### config.mk
export PLATFORM = sky130hd
export DESIGN_NAME = bcd_seg_scan
export DESIGN_NICKNAME = d
export VERILOG_FILES = /design/src/rtl/bcd_seg_scan.sv
export SDC_FILE = /design/constraint.sdc
export NUM_CORES = 1
export LEC_CHECK = 0
export ABC_CLOCK_PERIOD_IN_PS = 2130
export BUFFER_PORTS_ARGS = -buffer_cell sky130_fd_sc_hd__buf_2
export CORE_MARGIN = 1
export CORE_UTILIZATION = 52
export DETAILED_ROUTE_END_ITERATION = 8
export PLACE_DENSITY = 0.75
export SLEW_MARGIN = 10
export SYNTH_ARGS = -nofsm -noshare
export SYNTH_HDL_FRONTEND = slang
export SYNTH_SLANG_ARGS = --single-unit
### constraint.sdc
create_clock -name clk -period 2.13 [get_ports clk]
set_input_delay 0 -clock clk [delete_from_list [all_inputs] [get_ports clk]]
set_output_delay 0 -clock clk [all_outputs]
set_load 0.02 [all_outputs]
### src/rtl/bcd_seg_scan.sv
`default_nettype none
// +--------------------------------------------------------------------------+
// | bcd_seg_scan: buffered 3-digit BCD value multiplexed onto a common-anode  |
// | 7-segment display with leading-zero blanking and per-slot dead time.      |
// | Revision: 1.0                                                             |
// +--------------------------------------------------------------------------+
module bcd_seg_scan #(
  parameter int CLK_DIV  = 50000,
  parameter bit BLANK_LZ = 1'b1
) (
  input  logic       clk,
  input  logic       rst,
  input  logic [9:0] bcd_in,
  input  logic       in_valid,
  output logic       in_ready,
  output logic [6:0] seg_n,
  output logic [2:0] an_n,
  output logic       frame_done
);

  localparam int                c_cnt_w    = (CLK_DIV > 1) ? $clog2(CLK_DIV) : 1;
  localparam logic [c_cnt_w-1:0] c_cnt_last = c_cnt_w'(CLK_DIV - 1);
  localparam logic [6:0]        c_seg_off  = 7'h7F;
  localparam logic [2:0]        c_an_off   = 3'b111;

  typedef enum logic [1:0] {
    S0 = 2'd0,
    S1 = 2'd1,
    S2 = 2'd2
  } state_t;

  state_t               state_q, state_d;
  logic [c_cnt_w-1:0]   cnt_q, cnt_d;
  logic [9:0]           pend_q, pend_d;
  logic                 pend_full_q, pend_full_d;
  logic [9:0]           disp_q, disp_d;
  logic [6:0]           seg_n_q, seg_n_d;
  logic [2:0]           an_n_q, an_n_d;
  logic                 frame_done_q, frame_done_d;

  logic                 tick;
  logic                 wrap;
  logic [3:0]           d0, d1, d2;
  logic                 blank1, blank2;
  logic [3:0]           cur_dig;
  logic                 cur_blank;

  function automatic logic [6:0] seg_decode(input logic [3:0] d);
    logic [6:0] s;
    case (d)
      4'd0:    s = 7'h40;
      4'd1:    s = 7'h79;
      4'd2:    s = 7'h24;
      4'd3:    s = 7'h30;
      4'd4:    s = 7'h19;
      4'd5:    s = 7'h12;
      4'd6:    s = 7'h02;
      4'd7:    s = 7'h78;
      4'd8:    s = 7'h00;
      4'd9:    s = 7'h10;
      default: s = 7'h3F;
    endcase
    return s;
  endfunction

  assign tick = (cnt_q == c_cnt_last);
  assign wrap = tick && (state_q == S2);

  assign d0 = disp_q[3:0];
  assign d1 = disp_q[7:4];
  assign d2 = {2'b00, disp_q[9:8]};

  // Tens digit only blanks when the hundreds digit is blank as well.
  assign blank2 = BLANK_LZ && (d2 == 4'd0);
  assign blank1 = blank2 && (d1 == 4'd0);

  always_comb begin
    cnt_d        = tick ? '0 : cnt_q + 1'b1;
    state_d      = state_q;
    pend_d       = pend_q;
    pend_full_d  = pend_full_q;
    disp_d       = disp_q;
    frame_done_d = wrap;
    cur_dig      = d0;
    cur_blank    = 1'b0;
    an_n_d       = c_an_off;
    seg_n_d      = c_seg_off;

    if (tick) begin
      case (state_q)
        S0:      state_d = S1;
        S1:      state_d = S2;
        default: state_d = S0;
      endcase
    end

    // Swap in the buffered value only between frames so no frame mixes values.
    if (wrap && pend_full_q) begin
      disp_d      = pend_q;
      pend_full_d = 1'b0;
    end
    if (in_valid && !pend_full_q) begin
      pend_d      = bcd_in;
      pend_full_d = 1'b1;
    end

    case (state_q)
      S1: begin
        cur_dig   = d1;
        cur_blank = blank1;
      end
      S2: begin
        cur_dig   = d2;
        cur_blank = blank2;
      end
      default: begin
        cur_dig   = d0;
        cur_blank = 1'b0;
      end
    endcase

    // The slot-change cycle drives everything off to avoid ghosting.
    if (!tick) begin
      case (state_q)
        S1:      an_n_d = 3'b101;
        S2:      an_n_d = 3'b011;
        default: an_n_d = 3'b110;
      endcase
      seg_n_d = cur_blank ? c_seg_off : seg_decode(cur_dig);
    end
  end

  always_ff @(posedge clk or posedge rst) begin
    if (rst) begin
      state_q      <= S0;
      cnt_q        <= '0;
      pend_q       <= '0;
      pend_full_q  <= 1'b0;
      disp_q       <= '0;
      seg_n_q      <= c_seg_off;
      an_n_q       <= c_an_off;
      frame_done_q <= 1'b0;
    end else begin
      state_q      <= state_d;
      cnt_q        <= cnt_d;
      pend_q       <= pend_d;
      pend_full_q  <= pend_full_d;
      disp_q       <= disp_d;
      seg_n_q      <= seg_n_d;
      an_n_q       <= an_n_d;
      frame_done_q <= frame_done_d;
    end
  end

  assign in_ready   = ~pend_full_q;
  assign seg_n      = seg_n_q;
  assign an_n       = an_n_q;
  assign frame_done = frame_done_q;

endmodule
`default_nettype wire
Word-level counts from Yosys, hierarchy flattened
Memory sizes are Yosys's and may differ from the RTL's.
Cells that the tools add are included.
W data, S select, Z words.
Word-level totals
  input bits: 13
  bits in read-only memories: 112
  output and inout port bits: 12
  flip-flop bits (word level): 50
  word-level logic and storage cells: 33
  memories kept: 1
Cells by class
  reductions and logical operators: 9
  bitwise operators: 1
  muxes and demuxes: 10
  add/sub/neg operators: 1
  equality and inequality tests: 3
Memory list
  (no name shown): words 16, width 7, rd ports 1, clocked after memory_dff 0, wr ports 0, RTL line 50  | case (d)
Operators by type and width (count)
  $add A16 B1 Y16 const B: 1
  $eq A16 B16 Y1 const B: 1
  $mux W16: 1
  $mux W7: 2
  $logic_not A4 Y1: 2
  $pmux W4 S2: 1
  $pmux W3 S2: 1
  $logic_and A1 B1 Y1: 4
  $pmux W2 S2: 1
  $mux W3: 1
  $eq A2 B1 Y1 const B: 1
  $eq A2 B2 Y1 const B: 1
  $logic_not A2 Y1: 1
  $mux W1: 2
  $pmux W1 S2: 1
  $reduce_bool A2 Y1: 1
  $logic_not A1 Y1: 1
  $not A1 Y1: 1

Logic depth before layout (Yosys ltp)
  depth after elaboration: 5
  mapped depth: 10
  mapped depth without buffers: 8

Least setup slack after synthesis
No wires, ideal clock.
  path type: register to register
  start point: register state_q[0]
  end point: register seg_n_q[1] (netlist: seg_n[1])
  setup time: 89 ps
  data required time: 2041 ps
  arrival: 1942 ps
  stages on the path, launching flop included: 10
  period minus slack after synthesis: 2031 ps
  slack: 99 ps
  path buffers: 2
  path through: dfrtp_1 inv_1 ha_1 clkbuf_1 clkbuf_1 nor2_1 a21o_1 ha_1 o22ai_1 nand2_1
On the way
  longest elaborated chain between the ends: 5
  elaborated cells between the ends (all ways): 7
  those cells by class: eq/ne: 2; mux: 4; memory: 1
Ends and longest elaborated chain
  start, declared: RTL line 32  | state_t state_q, state_d;
  start signal, assigned: RTL line 144  | state_q <= state_d;
  $eq A2 B2 Y1 / $eq A2 B1 Y1 (equally long branches): RTL line 107  | case (state_q)
  $pmux W4 S2: RTL line 107
  $mem_v2 Z16 W7
  $mux W7 *: RTL line 129  | seg_n_d = cur_blank ? c_seg_off : seg_decode(cur_dig);
  $mux W7 *: RTL line 123  | if (!tick) begin
  net seg_n_d[1]: RTL line 37  | logic [6:0] seg_n_q, seg_n_d;
  end signal, assigned: RTL line 140  | seg_n_q <= c_seg_off;
  end signal, assigned: RTL line 149  | seg_n_q <= seg_n_d;
  end, declared: RTL line 37
The timed path passes the listed nets; every way through them passes the cells marked *.
A chain may end at the register's enable or synchronous reset.

Worst setup path after layout
  start point: register state_q[1]
  end point: register seg_n_q[1] (netlist: seg_n[1])
Same word-level chain as after synthesis.

==> results <==
- Multiplexer cells account for 9.31% of the synthesized area.
- The setup slack of the most critical reg-to-reg path is 170 ps.
- In this run the tool buffered the top-level ports with 24 buffer cells.
- The critical path goes through inv_1 > ha_1 > a22oi_1 > a21oi_1 > inv_1 > ha_1 > o22ai_1 > nand2_1.
- For this block, the via count after detailed routing is 1686.
- The first global-routing pass estimated 7560 um of wire.
- From bottom edge to top edge, the die measures 70.2 um.
- The arrival time at the worst endpoint is 2170 ps.
- The die area is 4930 um2.
- The top cell types in the final layout, fill and taps aside, are sky130_fd_sc_hd__dfrtp_1, sky130_fd_sc_hd__buf_2, sky130_fd_sc_hd__mux2_2.
- The initial standard-cell utilization of the core is 54.8%.
- The most used flip-flop cell after synthesis is sky130_fd_sc_hd__dfrtp_1.
- The sequential cell area fraction in the yosys report is 52.2%.
- The maximum clock skew at final layout is 7.40 ps.
- The total power consumption of the routed design is 0.00170 W.
- The post-detailed-route via-to-cell ratio is 5.49.
- The critical path in this run is classified as reg2reg.
- Synthesis produced 213 cells.
- The synthesized netlist net count is 234.
- The setup-violating endpoint count in the final report is 0.
- The normalized max-slew margin is 44.6%.
- After legalization and detailed placement, the total HPWL measured 2980 um.
- Across the run, the number of max-cap violations was 0.
- The maximum buffer depth of the clock tree is 2.
- The worst register-to-register path begins at state_q[1].
- The diode insertion count for antenna repair is 0.
- The number of different library cells used by synthesis comes to 46.
- The filler cells instantiated in the layout total 355.
- After Yosys synthesis, XOR and XNOR cells account for 5.07% of the synthesized area.
- Derived from the worst setup path, the maximum achievable clock frequency is 511 MHz.
- Counting flops and latches in the post-synthesis netlist gives 50.
- The die width is 70.2 um.
- The count of cells along the worst register-to-register path is 8.
- The number of nets still failing antenna checks after routing is 0.
- Global routing finished with a remaining overflow of 0.
- The post-route non-filler standard cell count is 307.
- The analysis attributes to cell leakage a power of 1.31 nW.
- The endpoint of the most critical register-to-register path is seg_n[1].
- The proportion of layout cells with a drive suffix above 1 is 30.6%.
- The number of slew-limit violations in the final report is 0.
- Summing the areas of all compound-gate instances in the mapped netlist gives 8.84% of the synthesized area.
- The run finished with clean final reports.
- For this design the ratio of total power to cell area is 595 nW/um2.
- The adder and majority cell fraction of the synthesized area is 4.14%.
- The number of global-route vias before repair came to 1620.
- In the final routed layout, each cell accounts on average for 14.0 um.
- The basic-gate share of the synthesized area counting and, or, nand and nor cells is 17.4%.
- After synthesis, the mean cell area works out to 11.4 um2.
- The H-tree was split into 2 levels.
- The minimum clock period is 1960 ps.
- The core region is 4410 um2.
- The tree built by TritonCTS fans out to 50 sinks.
- The synthesized design contains 0 enable-type register cells.
- The routed design has 4290 um of wire.
- The total CTS buffers is 5.
- Setup repair after global routing left no endpoint under its margin.
- The tree is rooted in a sky130_fd_sc_hd__clkbuf_8.
- The total negative setup slack is 0 ps.
- The worst setup path is launched from a flip-flop.
- STA classifies the critical path endpoint as a flip-flop.
- The actual slew at the worst max-slew pin is 830 ps.
- The TritonCTS clock tree is yes.
- In this run the count of I/O pins placed on the die edge is 25.
- During synthesis, Yosys emitted a total of 0 warnings.
- The pre-antenna-repair detailed-routing pass consisted of 4 iterations.
- The total routing usage reported by global routing is 19.4%.
- The area growth from synthesis to layout is 18.0%.
- The site row count is 24.
- Routability-driven placement finished with a final weighted congestion of 0.850.
- In this run, the number of DRC markers left after iteration 0 of detailed routing was 92.
- After synthesis, the share of flip-flops with an asynchronous set or reset is 100%.
- The number of placed instances, taps included is 287.
- The launching instance or port of the critical path is state_q[1].
- Clock latency on the worst-skew pair, taken at its later pin, is 300 ps.
- The final-stage net count is 275.
- The initial antenna violation count is 0.
- The delay of the slowest cell on the worst path is 390 ps.
- The last element of the critical path is seg_n[1].
- The clock transition at the registers of the reported paths is 80 ps.
- The worst path uses 91.8% of the clock period.
- The most frequent standard cell in the layout excluding fill and tap cells is sky130_fd_sc_hd__dfrtp_1.
- The highest-delay cell along the critical path is sky130_fd_sc_hd__dfrtp_1.
- The maximum number of pins on one net before global-route repair is 42.
- The number of failing hold endpoints at the final stage was 0.
- The detailed-route DRC error count is 0.
- STA puts the critical path data required time at 2340 ps.
- The mapped cell area is 2420 um2.
- The maximum vdd ir drop is 654 uV.
- The min-delay analysis places its worst path in the category in2async.
- After synthesis, the largest family of logic cells by area is simple AND/OR/NAND/NOR gates.
- Along the worst path, the maximum fanout reaches 7.
## metrics by stage
step / setup WS, ps / hold WS (ps) / utilization (%) / cell area, um2
CTS: 86.7 / 432 / 64.6 / 2850
global placement: 218 / 217 / 59.4 / 2620
global route: 64.7 / 453 / 64.7 / 2860
finish: 174 / 422 / 64.7 / 2860
floorplan: 99.0 / 125 / - / 2420
detailed placement: 162 / 210 / 59.4 / 2620
## logic make-up (layout without fill, tap and decap cells)
group                      Yosys count  in the layout
AOI/OAI and AO/OA                   30             30
adders and majority gates            8              8
buffers and inverters               18             60
muxes                               20             20
DFF                                 50             50
and+or+nand+nor                     73             73
xor gates and xnor gates            14             14
## synth_stat cells, types with 2 or more instances
master / count / share of area (%)
sky130_fd_sc_hd__o22ai_1: 2 / 0.52
sky130_fd_sc_hd__nor4_1: 3 / 0.78
sky130_fd_sc_hd__o211ai_1: 2 / 0.62
sky130_fd_sc_hd__xnor2_1: 8 / 2.9
sky130_fd_sc_hd__nor2b_1: 2 / 0.52
sky130_fd_sc_hd__clkbuf_1: 6 / 0.93
sky130_fd_sc_hd__and3_1: 5 / 1.3
sky130_fd_sc_hd__a21oi_1: 2 / 0.41
sky130_fd_sc_hd__a22o_1: 2 / 0.72
sky130_fd_sc_hd__nand4b_1: 2 / 0.72
sky130_fd_sc_hd__ha_1: 8 / 4.1
sky130_fd_sc_hd__nand3_1: 10 / 2.1
sky130_fd_sc_hd__xor2_1: 6 / 2.2
sky130_fd_sc_hd__nor2_1: 16 / 2.5
sky130_fd_sc_hd__nand2_1: 12 / 1.9
sky130_fd_sc_hd__nand2b_1: 3 / 0.78
sky130_fd_sc_hd__nor4_4: 2 / 1.8
sky130_fd_sc_hd__o21a_1: 2 / 0.62
sky130_fd_sc_hd__mux2_2: 20 / 9.3
sky130_fd_sc_hd__dfstp_2: 10 / 11
sky130_fd_sc_hd__a22oi_1: 3 / 0.93
sky130_fd_sc_hd__nand4_1: 5 / 1.3
sky130_fd_sc_hd__dfrtp_1: 40 / 41
sky130_fd_sc_hd__o21ai_0: 7 / 1.4
sky130_fd_sc_hd__nor3_1: 5 / 1.0
sky130_fd_sc_hd__inv_1: 10 / 1.6
## critical path: cells and delay by family (launching register included)
kind | cells | cell delay, ps
AND/OR/NAND/NOR | 1 | 80
adder cells (fa/ha/maj) | 2 | 610
AO/OA/AOI/OAI | 3 | 600
buffers and inverters | 2 | 200
flip-flops | 1 | 390
## how the worst min path moves through the flow
| stage | slack [ps] | to | startpoint |
|---|---|---|---|
| final | 420 | cnt_q[11] | rst |
| after global routing | 450 | pend_q[4] | bcd_in[4] |
| after CTS | 430 | cnt_q[13] | rst |
| after detailed placement | 210 | cnt_q[11] | rst |
| after global placement | 220 | cnt_q[11] | rst |
| after floorplan | 120 | pend_full_q | in_valid |
## per-layer routing
layer | part of all wire (%) | vias to the layer above | global-route usage [%]
met5 | 0 | - | 0
met4 | 1.2 | 0 | 5.78
met3 | 3.9 | 5 | 5.05
met2 | 44 | 36 | 29.1
met1 | 51 | 810 | 28.0
li1 | - | 835 | -
## layout make-up
| type | count | area, um2 | area share, % |
|---|---|---|---|
| flip-flops and latches | 50 | 1260 | 44.2 |
| multi-input cells | 145 | 1090 | 38.3 |
| repair buffers | 42 | 285 | 9.99 |
| clock buffers | 6 | 72.6 | 2.54 |
| well taps | 52 | 65.1 | 2.28 |
| clock inverters | 2 | 37.5 | 1.31 |
| inverters | 10 | 37.5 | 1.31 |
## flip-flops by register name, indices dropped and copies added, names as in the netlist
name,cells
pend_q,10
pend_full_q,1
cnt_q,16
state_q,2
an_n,3
disp_q,10
seg_n,7
frame_done,1
## what timing repair did
action / CTS / global route
resized for setup: 0 / 3
hold buffers: 12 / 0
endpoints found under the setup margin: 0 / 3
buffers inserted: 0 / 0
hold endpoints to repair: 51 / 0
## power breakdown
part | switching, W | internal, W | leakage, nW | total, W
sequential | 0.0000120 | 0.000971 | 0.627 | 0.000983
clock | 0.000300 | 0.000350 | 0.0514 | 0.000650
combinational | 0.0000276 | 0.0000393 | 0.632 | 0.0000669
No activity file was read; power rests on OpenSTA's default activity.
